[src/rtl/conv_sched_pkg.sv]
// Shared state encoding, width helper and default-geometry constants for the
// convolution layer scheduler.
package conv_sched_pkg;

  typedef enum logic [2:0] {
    StIdle,
    StKstart,
    StFeedWait,
    StRd,
    StCap,
    StPresent,
    StDrain,
    StFinish
  } sched_state_e;

  // Address/select width that never collapses to zero bits.
  function automatic int unsigned width_of(input int unsigned n);
    return (n > 1) ? $clog2(n) : 1;
  endfunction

  localparam int unsigned NUM_PIXELS     = 8 * 8;
  localparam int unsigned OUT_PER_KERNEL = (8 - 3 + 1) * (8 - 3 + 1);
  localparam int unsigned PIX_ADDR_W     = width_of(NUM_PIXELS);
  localparam int unsigned OBUF_ADDR_W    = width_of(4 * OUT_PER_KERNEL);
  localparam int unsigned KSEL_W         = width_of(4);

endpackage

[src/rtl/conv_sched_out_writer.sv]
// Output-buffer writer: kernel-major addressing, per-kernel output count and
// count-mismatch detection. CONV_SCHED_RELU_EN clamps negative results to zero.
module conv_sched_out_writer
  import conv_sched_pkg::*;
#(
  parameter int unsigned OUT_BIN_LEN    = 16,
  parameter int unsigned OUT_PER_KERNEL = 36,
  parameter int unsigned KSEL_W         = 2,
  parameter int unsigned OBUF_ADDR_W    = 8
) (
  input  logic                   clock,
  input  logic                   reset,
  input  logic                   active,
  input  logic                   cnt_clr,
  input  logic [KSEL_W-1:0]      kernel_sel,
  input  logic [OUT_BIN_LEN-1:0] pu_output_val,
  input  logic                   pu_output_valid,
  input  logic                   pu_done,
  output logic                   obuf_wr_en,
  output logic [OBUF_ADDR_W-1:0] obuf_wr_addr,
  output logic [OUT_BIN_LEN-1:0] obuf_wr_data,
  output logic                   wr_err
);

  localparam int unsigned OCNT_W = width_of(OUT_PER_KERNEL + 1);

  logic [OCNT_W-1:0]      out_cnt;
  logic                   full;
  logic [OUT_BIN_LEN-1:0] shaped_val;

  assign full = (out_cnt == OCNT_W'(OUT_PER_KERNEL));

`ifdef CONV_SCHED_RELU_EN
  assign shaped_val = pu_output_val[OUT_BIN_LEN-1] ? '0 : pu_output_val;
`else
  assign shaped_val = pu_output_val;
`endif

  always_comb begin
    // A strobe past the end of the kernel row is dropped and flagged instead.
    obuf_wr_en   = active && pu_output_valid && !full;
    obuf_wr_addr = OBUF_ADDR_W'(kernel_sel) * OBUF_ADDR_W'(OUT_PER_KERNEL)
                 + OBUF_ADDR_W'(out_cnt);
    obuf_wr_data = obuf_wr_en ? shaped_val : '0;
    wr_err       = active && ((pu_output_valid && full) || (pu_done && !full));
  end

  always_ff @(posedge clock or negedge reset) begin
    if (!reset) begin
      out_cnt <= '0;
    end else if (cnt_clr) begin
      out_cnt <= '0;
    end else if (obuf_wr_en) begin
      out_cnt <= out_cnt + OCNT_W'(1);
    end
  end

endmodule

[src/rtl/conv_layer_scheduler.sv]
// Runs one processing unit over a whole convolution layer, one pass per kernel,
// feeding raster-order pixels and storing results kernel-major (ReLU: CONV_SCHED_RELU_EN).
module conv_layer_scheduler
  import conv_sched_pkg::*;
#(
  parameter int unsigned BIN_LEN       = 8,
  parameter int unsigned OUT_BIN_LEN   = 16,
  parameter int unsigned INPUT_WIDTH   = 8,
  parameter int unsigned INPUT_HEIGHT  = 8,
  parameter int unsigned KERNEL_WIDTH  = 3,
  parameter int unsigned KERNEL_HEIGHT = 3,
  parameter int unsigned NUM_KERNELS   = 4
) (
  input  logic                                        clock,
  input  logic                                        reset,
  input  logic                                        layer_start,
  output logic                                        layer_busy,
  output logic                                        layer_done,
  output logic                                        err,
  output logic [width_of(NUM_KERNELS)-1:0]            kernel_sel,
  output logic                                        pu_start,
  input  logic                                        pu_input_req,
  output logic                                        pu_input_ready,
  output logic [BIN_LEN-1:0]                          pu_input_val,
  input  logic [OUT_BIN_LEN-1:0]                      pu_output_val,
  input  logic                                        pu_output_valid,
  input  logic                                        pu_done,
  output logic                                        ibuf_rd_en,
  output logic [width_of(INPUT_WIDTH*INPUT_HEIGHT)-1:0] ibuf_rd_addr,
  input  logic [BIN_LEN-1:0]                          ibuf_rd_data,
  output logic                                        obuf_wr_en,
  output logic [width_of(NUM_KERNELS*(INPUT_WIDTH-KERNEL_WIDTH+1)*
                         (INPUT_HEIGHT-KERNEL_HEIGHT+1))-1:0] obuf_wr_addr,
  output logic [OUT_BIN_LEN-1:0]                      obuf_wr_data
);

  localparam int unsigned NPIX   = INPUT_WIDTH * INPUT_HEIGHT;
  localparam int unsigned OPK    = (INPUT_WIDTH - KERNEL_WIDTH + 1) *
                                   (INPUT_HEIGHT - KERNEL_HEIGHT + 1);
  localparam int unsigned PIX_W  = width_of(NPIX);
  localparam int unsigned PCNT_W = width_of(NPIX + 1);
  localparam int unsigned K_W    = width_of(NUM_KERNELS);
  localparam int unsigned OBUF_W = width_of(NUM_KERNELS * OPK);

  sched_state_e      state;
  logic [PCNT_W-1:0] pix_cnt;
  logic              active;
  logic              accept;
  logic              kernel_last;
  logic              advance;
  logic              cnt_clr;
  logic              stray_done;
  logic              wr_err;

  assign active      = (state != StIdle);
  assign accept      = (state == StIdle) && layer_start;
  assign kernel_last = (kernel_sel == K_W'(NUM_KERNELS - 1));
  assign advance     = (state == StDrain) && pu_done && !kernel_last;
  assign cnt_clr     = accept || advance;
  assign stray_done  = pu_done && (state != StDrain);

  conv_sched_out_writer #(
    .OUT_BIN_LEN    (OUT_BIN_LEN),
    .OUT_PER_KERNEL (OPK),
    .KSEL_W         (K_W),
    .OBUF_ADDR_W    (OBUF_W)
  ) u_out_writer (
    .clock           (clock),
    .reset           (reset),
    .active          (active),
    .cnt_clr         (cnt_clr),
    .kernel_sel      (kernel_sel),
    .pu_output_val   (pu_output_val),
    .pu_output_valid (pu_output_valid),
    .pu_done         (pu_done),
    .obuf_wr_en      (obuf_wr_en),
    .obuf_wr_addr    (obuf_wr_addr),
    .obuf_wr_data    (obuf_wr_data),
    .wr_err          (wr_err)
  );

  // Strobe outputs are registered from the transition into the state they belong to.
  always_ff @(posedge clock or negedge reset) begin
    if (!reset) begin
      state          <= StIdle;
      pix_cnt        <= '0;
      kernel_sel     <= '0;
      layer_busy     <= 1'b0;
      layer_done     <= 1'b0;
      err            <= 1'b0;
      pu_start       <= 1'b0;
      pu_input_ready <= 1'b0;
      pu_input_val   <= '0;
      ibuf_rd_en     <= 1'b0;
      ibuf_rd_addr   <= '0;
    end else begin
      pu_start       <= 1'b0;
      pu_input_ready <= 1'b0;
      ibuf_rd_en     <= 1'b0;
      layer_done     <= 1'b0;
      err            <= (accept ? 1'b0 : err) | wr_err | stray_done;

      unique case (state)
        StIdle: begin
          if (layer_start) begin
            state      <= StKstart;
            kernel_sel <= '0;
            pix_cnt    <= '0;
            layer_busy <= 1'b1;
            pu_start   <= 1'b1;
          end
        end
        StKstart: state <= StFeedWait;
        StFeedWait: begin
          if (pix_cnt == PCNT_W'(NPIX)) begin
            state <= StDrain;
          end else if (pu_input_req) begin
            state        <= StRd;
            ibuf_rd_en   <= 1'b1;
            ibuf_rd_addr <= pix_cnt[PIX_W-1:0];
          end
        end
        StRd: state <= StCap;
        StCap: begin
          state          <= StPresent;
          pu_input_val   <= ibuf_rd_data;
          pu_input_ready <= 1'b1;
        end
        StPresent: begin
          state   <= StFeedWait;
          pix_cnt <= pix_cnt + PCNT_W'(1);
        end
        StDrain: begin
          if (pu_done) begin
            if (kernel_last) begin
              state      <= StFinish;
              layer_done <= 1'b1;
              layer_busy <= 1'b0;
            end else begin
              state      <= StKstart;
              kernel_sel <= kernel_sel + K_W'(1);
              pix_cnt    <= '0;
              pu_start   <= 1'b1;
            end
          end
        end
        StFinish: state <= StIdle;
        default:  state <= StIdle;
      endcase
    end
  end

endmodule

[config.mk]
export PLATFORM = sky130hd
export DESIGN_NAME = conv_layer_scheduler
export DESIGN_NICKNAME = d
export VERILOG_FILES = /design/src/rtl/conv_sched_pkg.sv /design/src/rtl/conv_sched_out_writer.sv /design/src/rtl/conv_layer_scheduler.sv
export SDC_FILE = /design/constraint.sdc
export NUM_CORES = 1
export LEC_CHECK = 0
export CORE_MARGIN = 2
export CORE_UTILIZATION = 45
export CTS_BUF_LIST = sky130_fd_sc_hd__clkbuf_8
export DETAILED_ROUTE_END_ITERATION = 10
export HOLD_SLACK_MARGIN = 0.15
export PLACE_DENSITY_LB_ADDON = 0.15
export SYNTH_ARGS = -nofsm -noshare
export SYNTH_HDL_FRONTEND = slang
export SYNTH_SLANG_ARGS = --single-unit
[constraint.sdc]
create_clock -name clock -period 1.8 [get_ports clock]
set_input_delay 0.18 -clock clock [delete_from_list [all_inputs] [get_ports clock]]
set_output_delay 0.18 -clock clock [all_outputs]
set_load 0.01 [all_outputs]
* Yosys cells after proc, flatten, opt, wreduce, memory -nomap -nowiden *
Cells that the tools add are included.
W data, S select, Z words.

cells by class
  $add $sub $neg = 4
  $mul = 1
  divide/modulo/power cells = 0
  order comparisons = 0
  eq/ne operators = 16
  shift-type cells = 0
  multiplexer cells = 33
  bitwise gates (word level) = 3
  reductions and logical operators = 24

operators by type and width
  kind                   number
  $mux W7                3
  $pmux W3 S7            1
  $pmux W7 S3            1
  $mux W16               1
  $mux W3                5
  $mux W1                14
  $eq A3 B3 Y1 const B   4
  $mux W6                2
  $reduce_and A4 Y1      3
  $logic_and A1 B1 Y1    9
  $add A8 B6 Y8          1
  $ne A2 B2 Y1 const B   4
  $add A7 B1 Y7 const B  1
  $eq A7 B7 Y1 const B   1
  $add A6 B1 Y6 const B  1
  $eq A3 B2 Y1 const B   2
  $eq A6 B6 Y1 const B   1
  $mul A2 B4 Y6 const B  1
  $mux W2                3
  $ne A3 B3 Y1 const B   2
  $reduce_and A3 Y1      2
  $reduce_bool A3 Y1     2
  $pmux W1 S2            2
  $pmux W2 S2            1
  10 further kinds       14

word-level totals
  register bits after elaboration = 38
  latch bits = 0
  RAM bits = 0
  memory bits (read-only) = 0
  bits of input ports = 30
  memories kept = 0

* Longest topological paths before layout *
Gate-level depths: netlist of the first run.

  depth in word-level cells = 7
  depth in mapped cells = 7
  depth with buffers taken out = 6

* Hierarchy *
Synthesis of the first run repeated with hierarchy kept, for this count alone.

unflattened totals
  cell total of the unflattened synthesis = 192
  area, all modules = 2092.0 µm²

modules (own cells, without submodules)
  module                 times used  cells an instance  area each (µm²)  seq. area each (µm²)
  conv_layer_scheduler   1           116                1450.1           800.8
  conv_sched_out_writer  1           76                 641.9            150.1

* Worst setup path before layout of the first run *
No wires, ideal clock.

  path type = register -> output
  start = register u_out_writer.out_cnt[3]
  end = output port obuf_wr_addr[6] (netlist bit)
  arrival = 1.471 ns
  slack = 0.149 ns
  stages on the path, launching flop included = 7
  cells stage by stage = dfrtp_1 > clkbuf_1 > inv_1 > fa_1 > inv_1 > a31oi_1 > xnor2_1

RTL lines
  item                    RTL line                     source
  start, declared         conv_sched_out_writer.sv:27  logic [OCNT_W-1:0] out_cnt;
  start signal, assigned  conv_sched_out_writer.sv:54  out_cnt <= out_cnt + OCNT_W'(1);
  end, declared           conv_layer_scheduler.sv:33   (INPUT_HEIGHT-KERNEL_HEIGHT+1))-1:0] obuf_wr_addr,

* Final worst setup path of the first run *
  start = register u_out_writer.out_cnt[0]
  end = output port obuf_wr_data[5]

on the way
  longest elaborated chain between the ends = 4

RTL lines
  item                 RTL line                     source
  $eq A6 B6 Y1         conv_sched_out_writer.sv:31  assign full = (out_cnt == OCNT_W'(OUT_PER_KERNEL));
  $logic_not A1 Y1     conv_sched_out_writer.sv:41  obuf_wr_en = active && pu_output_valid && !full;
  $logic_and A1 B1 Y1  conv_sched_out_writer.sv:41
  $mux W16             conv_sched_out_writer.sv:44  obuf_wr_data = obuf_wr_en ? shaped_val : '0;
  end, declared        conv_layer_scheduler.sv:34   output logic [OUT_BIN_LEN-1:0] obuf_wr_data

Every way passes these cells.

==> results of run 1 <==
## power groups by stage
stage                     clock network [mW]  logic [mW]  registers (mW)
after global placement                     0        2.09            1.24
after detailed placement                   0        2.14            1.25
after floorplan                            0        1.00            1.35
after global routing                   0.786        2.54            1.27
after CTS                              0.750        2.22            1.24
final                                  0.733        2.34            1.23
## final cells by class
class,instances,area share (%)
inverter,12,1.369
sequential,38,28.91
multi-input combinational,132,31.80
timing repair buffer,108,32.48
clock buffer,5,2.092
clock inverter,3,1.369
tap,52,1.978
## metal layers
metal | vias to the layer above | wire length (um)
met3 | 9 | 254
met4 | 0 | 98
met5 | - | 0
met2 | 48 | 2785
met1 | 848 | 2158
li1 | 869 | -
## what timing repair did
action                     CTS  global route
hold buffers                 1             0
setup endpoints to repair   22            30
resized for setup          106            17
hold endpoints to repair    38             0
gates cloned                 1             2
pin swaps                    4            21
setup buffers                1             1
## Yosys cell counts, drive strengths merged (2+ instances only)
cell,number
dfrtp,38
nor2,17
and2,16
o21ai,15
mux2,14
inv,12
nand2,10
buf,9
ha,8
nand4,5
xnor2,5
a31oi,4
nand3,4
a21oi,3
and3,3
xor2,3
and3b,2
nand3b,2
nor2b,2
o211ai,2
## registers in the layout, summed over array words and instances (netlist names)
register / cells
layer_done: 1
ibuf_rd_addr: 6
u_out_writer.out_cnt: 6
layer_busy: 1
pu_input_ready: 1
err: 1
pix_cnt: 7
ibuf_rd_en: 1
pu_input_val: 8
kernel_sel: 2
pu_start: 1
state: 3
## worst paths after layout
check | slack, ns | cells past startpoint | startpoint | to
max in group asynchronous | 1.00 | 3 | reset | pu_start$_DFF_PN0_
worst max-delay path | -0.11 | 7 | u_out_writer.out_cnt[0]$_DFFE_PN0P_ | obuf_wr_data[5]
worst min-delay path | 0.45 | 3 | reset | layer_busy$_DFFE_PN0P_
worst min register to register | 0.51 | 1 | pu_input_val[0]$_DFFE_PN0P_ | pu_input_val[0]$_DFFE_PN0P_
worst max register to register | -0.01 | 7 | kernel_sel[0]$_DFFE_PN0P_ | pix_cnt[6]$_DFFE_PN0P_
min in group clock | 0.49 | 2 | ibuf_rd_data[4] | pu_input_val[4]$_DFFE_PN0P_
## worst max-delay path: stages (launching register included)
cell       delay (ns)
dfrtp_1          0.38
inv_1            0.06
ha_2             0.20
nand4b_4         0.11
o21a_4           0.27
clkbuf_16        0.16
and2_4           0.13
buf_6            0.11
## cell families after synthesis
family                     Yosys count
adders and majority gates            9
buffers and inverters               22
and+or+nand+nor                     68
AOI/OAI and AO/OA                   32
DFF                                 38
muxes                               15
xor gates and xnor gates             8
==> results by group, run 1 <==
Clocking
  • Largest buffer count on any clock path: 2
  • Clock tree root buffer cell: clkbuf_8
  • CTS sink cnt: 38
  • Clk_lat worst skew: 0.30 ns
  • CTS tree: built
  • Total clock buffers created by CTS: 5
  • H-tree Lvls: 2
  • CTS clk-pin slew, worst paths: 0.08 ns

Die
  • Initial Utilization: 46.75%
  • # IOs: 77
  • Die W: 71.49 um
  • Die ar.: 0.005110 sq mm
  • FP Rows: 24
  • Core area: 0.004384 sq mm
  • Die Y-Extent: 71.49 um

Power and ir drop
  • PD cells: 1309 mW/mm^2
  • Worst VDD drop: 0.8748 mV
  • Switching Fraction: 33.99%
  • Sequential power share: 28.7%
  • Share of power burned in the clock network: 17.0%
  • Internal Power: 2.843 mW
  • Pleak: 1.558 nW
  • Logic gate share of total power: 54.3%
  • Switch Pwr: 1.464 mW
  • Tot Pwr: 4.306 mW

Route
  • Initial DRC count: 44
  • DR pass1 iterations: 4
  • WL/cell: 15.13 um
  • Antenna-violating nets left: 0
  • Drt via density: 5.069
  • DRC Markers: 0
  • Wirelength, routed: 5297 um
  • Via count: 1774

Synthesis
  • Largest family of logic cells by synthesized area: simple AND/OR/NAND/NOR gates
  • Post-synth ARST share: 100.0%
  • Mapped Avg Cell Area: 10.67 sq um
  • Ys flop type: dfrtp_1
  • #FFs+latches synth: 38
  • Post-synthesis mux area share: 8.181%
  • Post-synthesis cell count: 192
  • Synth Area in XOR/XNOR: 3.419%
  • Post-Synth Adder-Cell Area: 5.861%
  • Ranking of synthesized cells by area: dfrtp_1 46%, mux2_2 7.7%, ha_1 4.9%
  • Post-synthesis cell area: 0.002049 sq mm
  • Post-synthesis compound-gate area fraction: 10.07%
  • Ys Warns: 0
  • Synth cell types: 45
  • Top-area cell type share of the netlist area: 46.40%
  • Net Count, Synth: 231
  • Part of the Yosys area used for sequential elements: 46.40%
  • Simple-gate share of the synthesized area: 20.33%
  • Synth area leader: dfrtp_1
  • Number of synthesized flops with an enable pin: 0

GRT
  • GR Layer Usage met3: 5.063%
  • Global-route wire length before repair: 8638 um
  • GRT Max-Usage Layer: met2
  • GRT overflow: 0
  • M2 GR Usage: 37.35%
  • Vias in the first global route: 1843
  • Initial antenna violation count: 0
  • Total GRT Usage: 21.76%
  • Largest net degree at the start of global routing: 39
  • Met1 Track Usage GR: 26.37%

STA
  • Fin. Hold Viols: 0
  • Clk_skew: 0.005912 ns
  • Worst-Margin Slew: 0.4818 ns
  • Worst hold slack: 0.4548 ns
  • Max Fclk: 0.5248 GHz
  • Final worst slack: -0.1056 ns
  • Slew Viols, Final: 0
  • Max-slew headroom: 67.88%
  • Crit path time final: 1.906 ns
  • Final period utilization: 105.9%
  • Setup tns final: -1.629 ns
  • Setup violations, final: 20
  • RSZ-0062 raised after global routing: yes

Place
  • DP HPWL: 3732 um
  • Area after DPL: 0.003005 sq mm
  • IO buf count: 76
  • Routability cong.: 0.8196
  • Place WS: -0.2263 ns
  • Placed insts: 336

Worst setup path
  • Arr. time, crit path: 1.73 ns
  • CP Capture Type: output pin
  • Worst Path Max Fanout: 4
  • WS Path Type: reg2out
  • WP data required: 1.62 ns
  • Crit start category: flop

Final layout
  • Commonest non-fill, non-tap cell in the layout: clkdlybuf4s50_1
  • Fin area: 0.003289 sq mm
  • Final Util: 75.03%
  • Area Overhead vs Synth: 60.50%
  • Filler Cells Inserted: 309
  • Commonest non-fill, non-tap cells in the layout: 52 x clkdlybuf4s50_1, 38 x dfrtp_1, 27 x buf_4
  • N_diodes: 0
  • Layout net count: 336
  • Non-Filler Instances: 350
  • Sequential Area: 950.9 sq um
  • Layout cells sized above 1: 35.91%
  • Multi-input gate area: 0.001046 sq mm

Hold path
  • HP Class: in2async

Outcome
  • Failing checks: setup timing
  • Status: finished, violations left

Flow run
  • Max_cap viols: 0
Power figures use the tool's default switching activity.
==> run 2, diff against run 1 <==
MAX_ROUTING_LAYER = met4   (was not set)
==> results by group, run 2 (synthesized netlist as in run 1, its figures left out) <==
Outcome
  • Status: finished, violations left
  • Failing checks: setup timing

STA
  • RSZ-0062 raised after global routing: yes
  • Final period utilization: 105.8% (about the same)
  • Max Fclk: 0.5251 GHz (about the same)
  • Clk_skew: 0.006431 ns (+0.0005199 ns)
  • Fin. Hold Viols: 0 (unchanged)
  • Setup violations, final: 20 (unchanged)
  • Slew Viols, Final: 0 (unchanged)
  • Max-slew headroom: 67.92% (about the same)
  • Final worst slack: -0.1044 ns (+0.001218 ns)
  • Crit path time final: 1.904 ns (-0.001218 ns)
  • Worst-Margin Slew: 0.4812 ns (-0.0006057 ns)

Final layout
  • Biggest register: pu_input_val
  • Commonest non-fill, non-tap cells in the layout: 52 x clkdlybuf4s50_1, 38 x dfrtp_1, 27 x buf_4
  • Regs by FF count: pu_input_val (8), pix_cnt (7)
  • Layout cells sized above 1: 35.91% (unchanged)
  • Area Overhead vs Synth: 60.50% (unchanged)
  • N_diodes: 0 (unchanged)
  • Multi-input gate area: 0.001046 sq mm (unchanged)
  • Layout net count: 336 (unchanged)
  • Filler Cells Inserted: 309 (unchanged)
  • Commonest non-fill, non-tap cell in the layout: clkdlybuf4s50_1
  • Sequential Area: 950.9 sq um (unchanged)
  • Largest register FFs: 8 (unchanged)

Clocking
  • H-tree Lvls: 2 (unchanged)
  • Clk_lat worst skew: 0.30 ns (about the same)
  • Total clock buffers created by CTS: 5 (unchanged)
  • CTS sink cnt: 38 (unchanged)
  • CTS clk-pin slew, worst paths: 0.08 ns (about the same)
  • CTS tree: built
  • Clock tree root buffer cell: clkbuf_8
  • Largest buffer count on any clock path: 2 (unchanged)

GRT
  • GRT overflow: 0 (unchanged)
  • Largest net degree at the start of global routing: 39 (unchanged)
  • Total GRT Usage: 22.42% (+0.66 points)
  • Vias in the first global route: 1844 (+0.054%)
  • Initial antenna violation count: 0 (unchanged)
  • Global-route wire length before repair: 8638 um (unchanged)

Place
  • IO buf count: 76 (unchanged)
  • Routability cong.: 0.8318 (+1.5%)
  • Place WS: -0.2263 ns (unchanged)
  • DP HPWL: 3732 um (unchanged)

Route
  • Initial DRC count: 58 (+32%)
  • Drt via density: 5.086 (+0.34%)
  • Via count: 1780 (+0.34%)
  • DRC Markers: 0 (unchanged)
  • WL/cell: 15.18 um (+0.30%)
  • Wirelength, routed: 5313 um (+0.30%)
  • Antenna-violating nets left: 0 (unchanged)
  • DR pass1 iterations: 4 (unchanged)

Die
  • Die ar.: 0.005110 sq mm (unchanged)
  • Initial Utilization: 46.75% (unchanged)
  • FP Rows: 24 (unchanged)
  • # IOs: 77 (unchanged)
  • Core area: 0.004384 sq mm (unchanged)
  • Die Y-Extent: 71.49 um (unchanged)
  • Die W: 71.49 um (unchanged)

Power and ir drop
  • Pleak: 1.558 nW (unchanged)
  • Worst VDD drop: 0.8775 mV (+0.31%)
  • PD cells: 1309 mW/mm^2 (about the same)
  • Tot Pwr: 4.307 mW (about the same)

Worst setup path
  • Crit start category: flop
  • Crit-path cells: inv_1 -> ha_2 -> nand4b_4 -> o21a_4 -> clkbuf_16 -> and2_4 -> buf_6
  • CP Capture Type: output pin
  • WS Path Type: reg2out
  • Arr. time, crit path: 1.72 ns (about the same)
  • Slowest CP cell: dfrtp_1
  • Worst Path Max Fanout: 4 (unchanged)
  • Top delay family on crit path: flip-flops
  • WP buf/inv: 3 (unchanged)
  • WP data required: 1.62 ns (about the same)
  • Max incr delay on CP: 0.38 ns (about the same)

Hold path
  • HP Class: in2async

Flow run
  • Max_cap viols: 0 (unchanged)
## run 2: cell counts in the layout (fill, tap and decap cells not counted)
No cell type changed its count.
## run 2: final timing paths
path / from / to / slack, ns / cells past startpoint
max: u_out_writer.out_cnt[0]$_DFFE_PN0P_ / obuf_wr_data[5] / -0.10 / 7
min: reset / layer_busy$_DFFE_PN0P_ / 0.45 / 3
max reg2reg: kernel_sel[0]$_DFFE_PN0P_ / pix_cnt[6]$_DFFE_PN0P_ / -0.01 / 7
min reg2reg: pu_input_val[0]$_DFFE_PN0P_ / pu_input_val[0]$_DFFE_PN0P_ / 0.51 / 1
max in group asynchronous: reset / pu_input_val[6]$_DFFE_PN0P_ / 1.00 / 3
min in group clock: ibuf_rd_data[4] / pu_input_val[4]$_DFFE_PN0P_ / 0.49 / 2
## run 2: what timing repair did
| item | CTS | global route |
|---|---|---|
| cloned | 1 | 2 |
| hold endpoints to repair | 38 | 0 |
| hold buffers | 1 | 0 |
| pin swaps | 4 | 21 |
| buffers inserted | 1 | 1 |
| gates resized for setup | 106 | 17 |
| setup endpoints to repair | 22 | 30 |
## run 2: metal layers
layer  wire length [um]  GRT usage (%)  part of all wire (%)  up-vias
met5                  0              -                     0        -
met4                111          8.805                   2.1        0
met3                259          4.501                   4.9        9
met2               2788          37.35                    52       56
met1               2153          26.73                    41      847
li1                   -              -                     -      868
## run 2: through the flow
stage	area (sq um)	TNS, ns	hold WS, ns	util, %	cells
5_1_grt	3289	-3.999	0.4884	75.03	350
3_3_place_gp	3005	-3.295	0.2560	68.55	336
2_1_floorplan	2049	0	-0.1156	-	192
3_5_place_dp	3005	-3.768	0.2572	68.55	336
6_report	3289	-1.605	0.4545	75.03	350
4_1_cts	3183	-2.041	0.4738	72.60	347
## run 2: report_power, final
| part | total [mW] | switching, mW | leakage (nW) | internal [mW] |
|---|---|---|---|---|
| logic | 2.34 | 1.01 | 1.01 | 1.33 |
| registers | 1.23 | 0.138 | 0.493 | 1.10 |
| clock network | 0.731 | 0.319 | 0.0504 | 0.412 |
| total | 4.31 | 1.46 | 1.56 | 2.84 |
## run 2: worst min-delay path: cells and delay by family
| family | cells | cell delay [ns] |
|---|---|---|
| buffers and inverters | 3 | 1.01 |
## run 2: cell type report
type	instances	area share [%]
repair buffers	108	32.48
well taps	52	1.978
multi-input cells	132	31.80
inverters	12	1.369
clock buffers	5	2.092
flip-flops and latches	38	28.91
clock inverters	3	1.369
